`config.mk`:
```
export PLATFORM = sky130hd
export DESIGN_NAME = insertion_sort_stream
export DESIGN_NICKNAME = d
export VERILOG_FILES = /design/src/rtl/insertion_sort_stream.sv
export SDC_FILE = /design/constraint.sdc
export NUM_CORES = 1
export LEC_CHECK = 0
export BUFFER_PORTS_ARGS = -buffer_cell sky130_fd_sc_hd__buf_4
export CAP_MARGIN = 5
export CORE_MARGIN = 2
export CORE_UTILIZATION = 45
export DETAILED_ROUTE_END_ITERATION = 8
export GPL_TIMING_DRIVEN = 0
export PLACE_DENSITY = 0.68
export SKIP_LAST_GASP = 1
export SLEW_MARGIN = 25
export SYNTH_ARGS = -nofsm -noshare
export SYNTH_HDL_FRONTEND = slang
export SYNTH_SLANG_ARGS = --single-unit
```
`constraint.sdc`:
```
create_clock -name i_clk -period 8.75 [get_ports i_clk]
set_input_delay 0.4375 -clock i_clk [delete_from_list [all_inputs] [get_ports i_clk]]
set_output_delay 0.4375 -clock i_clk [all_outputs]
set_load 0.005 [all_outputs]
```
`src/rtl/insertion_sort_stream.sv`:
```
// Streaming insertion sorter: serial frame in, single-cycle parallel insert, serial sorted frame out.
// Optional argsort output o_index when INSORT_INDEX_EN is defined.
module insertion_sort_stream #(
  parameter  int DATA_W = 8,
  parameter  int DEPTH  = 8,
  localparam int CNT_W  = $clog2(DEPTH + 1),
  localparam int IDX_W  = $clog2(DEPTH)
) (
  input  logic              i_clk,
  input  logic              i_rst_n,
  input  logic              i_desc,
  input  logic              i_valid,
  output logic              o_ready,
  input  logic [DATA_W-1:0] i_data,
  input  logic              i_last,
  output logic              o_valid,
  input  logic              i_ready,
  output logic [DATA_W-1:0] o_data,
  output logic              o_last,
  output logic [CNT_W-1:0]  o_count,
  output logic              o_busy
`ifdef INSORT_INDEX_EN
  ,
  output logic [IDX_W-1:0]  o_index
`endif
);

  typedef enum logic {FILL, DRAIN} state_t;

  state_t             state;
  logic [CNT_W-1:0]   count;
  logic [CNT_W-1:0]   rd_ptr;
  logic               desc;
  logic [DATA_W-1:0]  mem     [DEPTH];
  logic [DATA_W-1:0]  mem_nxt [DEPTH];
  logic [CNT_W-1:0]   pos;
  logic               desc_eff;
  logic               accept;
  logic               out_fire;
  logic               last_out;

  // Direction for the first element of a frame comes straight from the port.
  assign desc_eff = (count == '0) ? i_desc : desc;
  assign accept   = (state == FILL) && i_valid;
  assign last_out = (rd_ptr == count - CNT_W'(1));
  assign out_fire = (state == DRAIN) && i_ready;

  // Counting "<=" (or ">=") entries places equal keys after earlier arrivals.
  always_comb begin
    pos = '0;
    for (int k = 0; k < DEPTH; k++) begin
      if (CNT_W'(k) < count) begin
        if (desc_eff ? (mem[k] >= i_data) : (mem[k] <= i_data))
          pos = pos + CNT_W'(1);
      end
    end
  end

  always_comb begin
    for (int k = 0; k < DEPTH; k++) begin
      mem_nxt[k] = mem[k];
      if (CNT_W'(k) == pos)
        mem_nxt[k] = i_data;
      else if (CNT_W'(k) > pos && k > 0)
        mem_nxt[k] = mem[k-1];
    end
  end

  always_ff @(posedge i_clk or negedge i_rst_n) begin
    if (!i_rst_n) begin
      state  <= FILL;
      count  <= '0;
      rd_ptr <= '0;
      desc   <= 1'b0;
      for (int k = 0; k < DEPTH; k++) mem[k] <= '0;
    end else begin
      case (state)
        FILL: begin
          if (accept) begin
            if (count == '0) desc <= i_desc;
            for (int k = 0; k < DEPTH; k++) mem[k] <= mem_nxt[k];
            count <= count + CNT_W'(1);
            if (i_last || count == CNT_W'(DEPTH - 1)) state <= DRAIN;
          end
        end
        DRAIN: begin
          if (out_fire) begin
            if (last_out) begin
              count  <= '0;
              rd_ptr <= '0;
              state  <= FILL;
            end else begin
              rd_ptr <= rd_ptr + CNT_W'(1);
            end
          end
        end
        default: state <= FILL;
      endcase
    end
  end

`ifdef INSORT_INDEX_EN
  logic [IDX_W-1:0] idx     [DEPTH];
  logic [IDX_W-1:0] idx_nxt [DEPTH];

  // Arrival index travels through the same shift network as the data.
  always_comb begin
    for (int k = 0; k < DEPTH; k++) begin
      idx_nxt[k] = idx[k];
      if (CNT_W'(k) == pos)
        idx_nxt[k] = count[IDX_W-1:0];
      else if (CNT_W'(k) > pos && k > 0)
        idx_nxt[k] = idx[k-1];
    end
  end

  always_ff @(posedge i_clk or negedge i_rst_n) begin
    if (!i_rst_n) begin
      for (int k = 0; k < DEPTH; k++) idx[k] <= '0;
    end else if (accept) begin
      for (int k = 0; k < DEPTH; k++) idx[k] <= idx_nxt[k];
    end
  end

  assign o_index = (state == DRAIN) ? idx[rd_ptr[IDX_W-1:0]] : '0;
`endif

  assign o_ready = (state == FILL);
  assign o_valid = (state == DRAIN);
  assign o_data  = (state == DRAIN) ? mem[rd_ptr[IDX_W-1:0]] : '0;
  assign o_last  = (state == DRAIN) && last_out;
  assign o_count = count;
  assign o_busy  = (count != '0) || (state == DRAIN);

endmodule

```
==> key figures, run 1 <==
Synth
  – Yosys reg bits: 74
  – Yosys top cell area share: 0.2772
  – Syn Inst Count: 711
  – Number of synthesized flops with an enable pin: 0
  – Post-synthesis sequential area ratio: 0.2772
  – Synth Warn #: 0
  – Post-Syn Nets: 799
  – Top FF cell, synth: dfrtp_1
  – Avg Inst Size Synth: 9.395 sq um
  – Ys async rst share: 1.000
  – Cell taking the most area after synthesis: dfrtp_1
  – Mapped cell area: 6680 sq um
  – Area contributors post-synth: dfrtp_1, ha_1, mux4_2
  – Distinct cells, synth: 76

Route
  – Drt pass-1 iters: 5
  – DRC: 0
  – ANT nets after route: 0
  – Routed WL per cell: 21.69 microns
  – Iter 0 DRT Violations: 488
  – DR vias/cell: 6.547
  – Routed via count: 6,154
  – Routed WL: 20,390 microns

Setup path
  – Critical Path Most Common Cell: ha_1
  – CP Class: in -> reg
  – CP bufs+invs: 4
  – Critical Path AT: 7.73 ns
  – Critical Path Sink Type: register
  – Setup crit start kind: input port
  – Largest fanout on the critical path: 10
  – Top delay family on crit path: compound AO/OA/AOI/OAI gates
  – CP max stage delay: 0.44 ns
  – CP max-delay cell: nor2_1
  – Worst EP required: 8.98 ns

Clock network
  – Worst skew pair latency: 0.35 ns
  – H-tree depth: 3
  – Hold_buf cts: 0
  – Setup bufs post-CTS: 0
  – Clock transition at path regs: 0.06 ns
  – Root buf cell: clkbuf_16
  – # clock sinks: 74
  – Cts bufs inserted: 9
  – # resized after CTS: 0
  – CTS tree: built
  – Clk buf depth: 2

Global route
  – Total track usage: 0.2569
  – GR Overflow Total: 0
  – Largest net degree at the start of global routing: 75
  – Vias in the first global route: 5,870
  – Initial antenna violation count: 0
  – Global-route wire length before repair: 32,090 microns

Power and ir drop
  – VDD IR max: 0.1939 mV
  – Leakage power: 3.240 nW
  – Power density over cell area: 405.3 nW/um^2

Timing
  – Least-Margin Pin Slew: 1.032 ns
  – Slew Viols, Final: 0
  – Finish-stage setup viols: 0
  – Setup TNS: 0 ns
  – Fmax: 133.4 MHz
  – RSZ-0062 raised after global routing: no
  – Worst Skew: 0.01269 ns
  – Slew Limit Headroom: 0.3078
  – Minimum clock period after layout: 7.499 ns
  – Final hold viol count: 0
  – Fin crit share: 0.8570

Finish
  – Footprint of the multi-input gates: 4557 sq um
  – # fillers: 1,368
  – Antenna Cells: 0
  – Nets: 839
  – End-of-flow core utilization: 0.5122
  – Share of cells above drive strength 1: 0.1534
  – Synth-to-Final Area Change: 11.44%
  – Most frequent cells in the layout: ha_1, dfrtp_1, nand2_1
  – Sequential Area: 1852 sq um

Die
  – Starting Density: 0.4596
  – Die Span Y: 125.8 microns
  – Overall die width: 125.8 microns
  – Num rows: 44
  – Die footprint: 15,840 sq um
  – Ports: 30
  – Core Area: 14,530 sq um

Run
  – Max-cap violations: 0

Outcome
  – Status: complete, no violations

Place
  – Number of port buffers: 29
  – Hpwl dp: 15,610 microns
  – Routability cong.: 0.9267

Hold path
  – Hold Crit Class: in -> async
## Yosys cell counts (16+ instances only)
cell	count
a21oi_1	46
o22ai_1	25
o21ai_0	37
inv_1	23
nand2_1	52
mux2i_1	17
a2bb2oi_1	31
nand4_1	16
a31oi_1	17
nor2_1	51
ha_1	74
dfrtp_1	74
mux4_2	16
## state kept, by name, summed over array words and instances, names as in the netlist
signal and flops:
desc 1, mem 64, o_count 4, o_valid 1, rd_ptr 4
## logic make-up after synthesis
kind of cell    share of synthesized area
buf+inv                           0.04064
fa+ha+maj                          0.1386
flops                              0.2772
xor+xnor                          0.03765
compound gates                     0.2263
simple gates                       0.1643
mux                                0.1154
## where the power goes
group	switching (W)	internal [W]
clock	0.000155	0.000237
combinational	0.00105	0.000862
sequential	0.000206	0.000505
## metrics by stage
step / std cells / cell area, sq um / power (W) / setup WS (ns) / hold slack (ns)
global placement: 924 / 7128 / 0.002503 / 1.236 / 0.5473
CTS: 940 / 7441 / 0.002985 / 1.361 / 0.2851
detailed placement: 924 / 7128 / 0.002579 / 1.076 / 0.5515
floorplan: 711 / 6680 / 0.002034 / 2.378 / 0.1419
global route: 940 / 7445 / 0.003237 / 0.8173 / 0.1739
finish: 940 / 7445 / 0.003017 / 1.251 / 0.1269
## final cells by class
cell class	instances	area share
multi-input combinational	580	0.6121
sequential	74	0.2487
inverter	23	0.01160
clock inverter	5	0.008067
tap	184	0.03092
timing repair buffer	29	0.02975
clock buffer	11	0.03395
buffer	34	0.02487
## layer usage
metal  track usage  wire (microns)  vias up
li1              -               -     2817
met5             0               0        -
met2        0.3936            9304      294
met1        0.3520            8732     2991
met3       0.06245            1633       52
met4        0.1021             716        0
## final timing paths
kind,from,endpoint,slack (ns),cells after the start
worst max-delay path,i_data[2],mem[15],1.25,32
worst min-delay path,i_rst_n,mem[18],0.13,1
worst max register to register,o_count[0],mem[15],1.26,29
worst min register to register,mem[0],mem[0],0.56,2
max in group asynchronous,i_rst_n,mem[54],8.15,1
min in group i_clk,i_last,o_valid,0.37,3
Power figures use the tool's default switching activity.
==> run 2: changes to the inputs <==
--- a/config.mk
+++ b/config.mk
@@ -5,13 +5,13 @@
 export SDC_FILE = /design/constraint.sdc
 export NUM_CORES = 1
 export LEC_CHECK = 0
-export BUFFER_PORTS_ARGS = -buffer_cell sky130_fd_sc_hd__buf_4
 export CAP_MARGIN = 5
 export CORE_MARGIN = 2
 export CORE_UTILIZATION = 45
 export DETAILED_ROUTE_END_ITERATION = 8
+export DONT_BUFFER_PORTS = 1
 export GPL_TIMING_DRIVEN = 0
-export PLACE_DENSITY = 0.68
+export PLACE_DENSITY = 0.67
 export SKIP_LAST_GASP = 1
 export SLEW_MARGIN = 25
 export SYNTH_ARGS = -nofsm -noshare
==> run 2 against run 1 <==
Die area unchanged. Wire length decreased by 0.49%. Register-to-register slack got worse by 0.15 ns. Maximum frequency decreased by 1.8%. Via count about the same. Critical endpoint is now mem[39]. Highest routed layer unchanged.
==> key figures, run 2 (same netlist as run 1, synthesis figures left out) <==
Outcome
  – Status: complete, no violations

Setup path
  – Critical Path Most Common Cell: ha_1
  – FF-to-FF Start: o_count[0]
  – Reg2Reg Depth: 29 (unchanged)
  – Critical Path Sink Type: register
  – CP bufs+invs: 5 (+1)
  – CP max-delay cell: or4b_1
  – Reg-to-reg endpoint: mem[39]
  – Top delay family on crit path: simple AND/OR/NAND/NOR gates
  – Setup crit start kind: register
  – Largest fanout on the critical path: 10 (unchanged)
  – Worst R2R Setup Slack: 1.11 ns (-0.15 ns)
  – Critical Path AT: 7.88 ns (+0.15 ns)
  – Worst EP required: 8.99 ns (about the same)
  – CP Class: reg -> reg
  – CP max stage delay: 0.57 ns (+0.13 ns)

Hold path
  – Hold Path Sink: mem[4]
  – Hold Path Depth: 2
  – Hold Crit Class: in -> reg
  – Hold_sp: i_data[4]

Global route
  – Global-route wire length before repair: 32,280 microns (+0.60%)
  – Initial antenna violation count: 0 (unchanged)
  – Vias in the first global route: 5,856 (-0.24%)
  – Largest net degree at the start of global routing: 75 (unchanged)
  – Total track usage: 0.2578 (+0.0008967)
  – GR Overflow Total: 0 (unchanged)

Run
  – Max-cap violations: 0 (unchanged)

Timing
  – Worst Skew: 0.007039 ns (-0.005654 ns)
  – Fmax: 130.9 MHz (-1.8%)
  – Final hold viol count: 0 (unchanged)
  – Setup TNS: 0 ns (unchanged)
  – Fin crit share: 0.8731 (+0.01606)
  – Least-Margin Pin Slew: 0.9720 ns (-0.06007 ns)
  – Finish-stage setup viols: 0 (unchanged)
  – Slew Viols, Final: 0 (unchanged)
  – Minimum clock period after layout: 7.639 ns (+0.1405 ns)
  – Final setup margin: 1.111 ns (-0.1405 ns)
  – RSZ-0062 raised after global routing: no
  – Slew Limit Headroom: 0.3481 (+0.04029)

Finish
  – Share of cells above drive strength 1: 0.1207 (-0.03273)
  – Largest reg by FF count: mem
  – Most frequent cells in the layout: ha_1, dfrtp_1, nand2_1
  – Nets: 812 (-3.2%)
  – Max FFs per register: 64 (unchanged)
  – Synth-to-Final Area Change: 8.541%
  – Non-Filler Instances: 913 (-2.9%)
  – Antenna Cells: 0 (unchanged)
  – # fillers: 1,350 (-1.3%)

Route
  – Iter 0 DRT Violations: 644 (+32%)
  – DRC: 0 (unchanged)
  – Routed WL per cell: 22.22 microns (+2.5%)
  – Drt pass-1 iters: 5 (unchanged)
  – ANT nets after route: 0 (unchanged)
  – Routed via count: 6,158 (+0.065%)
  – Routed WL: 20,290 microns (-0.49%)
  – DR vias/cell: 6.745 (+3.0%)

Place
  – Number of port buffers: 0 (-100%)
  – Hpwl dp: 15,490 microns (-0.77%)
  – Dpl cells: 895 (-3.1%)
  – Routability cong.: 0.8779 (-5.3%)
  – Place WS: 1.216 ns (+0.1404 ns)

Power and ir drop
  – Clock power frac: 0.132 (+0.002)
  – VDD IR max: 0.1999 mV (+3.1%)
  – Comb power frac: 0.624 (-0.010)
  – Switching power total: 0.001400 W (-0.98%)
  – Power density over cell area: 403.7 nW/um^2 (-0.39%)
  – Final Power: 0.002927 W (-3.0%)
  – Switch share: 0.4781 (+0.009653)
  – Leakage power: 3.101 nW (-4.3%)
  – Sequential power share: 0.244 (+0.009)
  – Int Power: 0.001528 W (-4.7%)

Clock network
  – Root buf cell: clkbuf_16
  – Worst skew pair latency: 0.36 ns (about the same)
  – H-tree depth: 3 (unchanged)
  – Clk buf depth: 2 (unchanged)
  – Setup bufs post-CTS: 0 (unchanged)
  – CTS tree: built
  – Clock transition at path regs: 0.07 ns (about the same)
  – # clock sinks: 74 (unchanged)
  – Cts bufs inserted: 9 (unchanged)
  – # resized after CTS: 0 (unchanged)

Die
  – Num rows: 44 (unchanged)
  – Core Area: 14,530 sq um (unchanged)
  – Overall die width: 125.8 microns (unchanged)
  – Starting Density: 0.4596 (unchanged)
  – Die footprint: 15,840 sq um (unchanged)
  – Ports: 30 (unchanged)
  – Die Span Y: 125.8 microns (unchanged)
-- run 2: changes by cell type in the layout (fill, tap and decap cells not counted) --
cell / change
clkinvlp_4: +2
clkinv_4: -1
clkbuf_8: -2
dlygate4sd3_1: +1
inv_8: +1
buf_16: +1
buf_6: -1
buf_4: -28
-- run 2: worst max-delay path by stage --
| stage | from | endpoint | slack, ns | cells past startpoint |
|---|---|---|---|---|
| 6_report | o_count[0] | mem[39] | 1.11 | 29 |
| 5_1_grt | o_count[1] | mem[15] | 0.60 | 29 |
| 4_1_cts | o_count[0] | mem[39] | 1.24 | 29 |
| 3_5_place_dp | i_data[7] | mem[39] | 1.22 | 30 |
| 3_3_place_gp | i_data[7] | mem[39] | 1.38 | 30 |
| 2_1_floorplan | o_count[0] | mem[39] | 2.38 | 29 |
-- run 2: cell type report --
class,count,area [sq um],area share
Sequential cell,74,1852,0.2554
Buffer,34,185.2,0.02554
Multi-Input combinational cell,580,4557,0.6285
Tap cell,184,230.2,0.03175
Clock buffer,9,225.2,0.03106
Clock inverter,7,77.57,0.01070
Timing Repair Buffer,2,37.54,0.005177
Inverter,23,86.33,0.01191
-- run 2: layer usage --
metal  part of all wire  GRT usage  routed length [microns]
met3              0.084    0.04970                     1713
met4              0.019    0.07692                      377
met2               0.46     0.4054                     9362
met5                  0          0                        0
met1               0.44     0.3630                     8833
-- run 2: worst register-to-register path: cells and delay by family (launching register included) --
| family | cells | cell delay (ns) |
|---|---|---|
| DFF | 1 | 0.50 |
| xor gates and xnor gates | 1 | 0.36 |
| muxes | 3 | 0.99 |
| and+or+nand+nor | 8 | 2.36 |
| buffers and inverters | 5 | 0.70 |
| AOI/OAI and AO/OA | 7 | 1.30 |
| adders and majority gates | 5 | 1.31 |
-- run 2: metrics by stage --
| step | hold WS, ns | util | area (sq um) |
|---|---|---|---|
| after detailed placement | 0.1438 | 0.4755 | 6910 |
| after CTS | 0.2230 | 0.4989 | 7251 |
| after global routing | 0.2274 | 0.4989 | 7251 |
| final | 0.2253 | 0.4989 | 7251 |
| after floorplan | 0.1419 | - | 6680 |
| after global placement | 0.1439 | 0.4755 | 6910 |
-- run 2: power by group through the flow --
stage / sequential (W) / combinational (W) / clock, W
after floorplan: 0.000629 / 0.00140 / 0
after global placement: 0.000704 / 0.00172 / 0
after detailed placement: 0.000710 / 0.00178 / 0
after CTS: 0.000704 / 0.00180 / 0.000390
after global routing: 0.000728 / 0.00201 / 0.000404
final: 0.000713 / 0.00183 / 0.000386
-- run 2: timing repair --
| item | 4_1_cts | 5_1_grt |
|---|---|---|
| endpoints found under the setup margin | 0 | 0 |
| hold buffers | 2 | 0 |
| endpoints found under the hold margin | 74 | 0 |
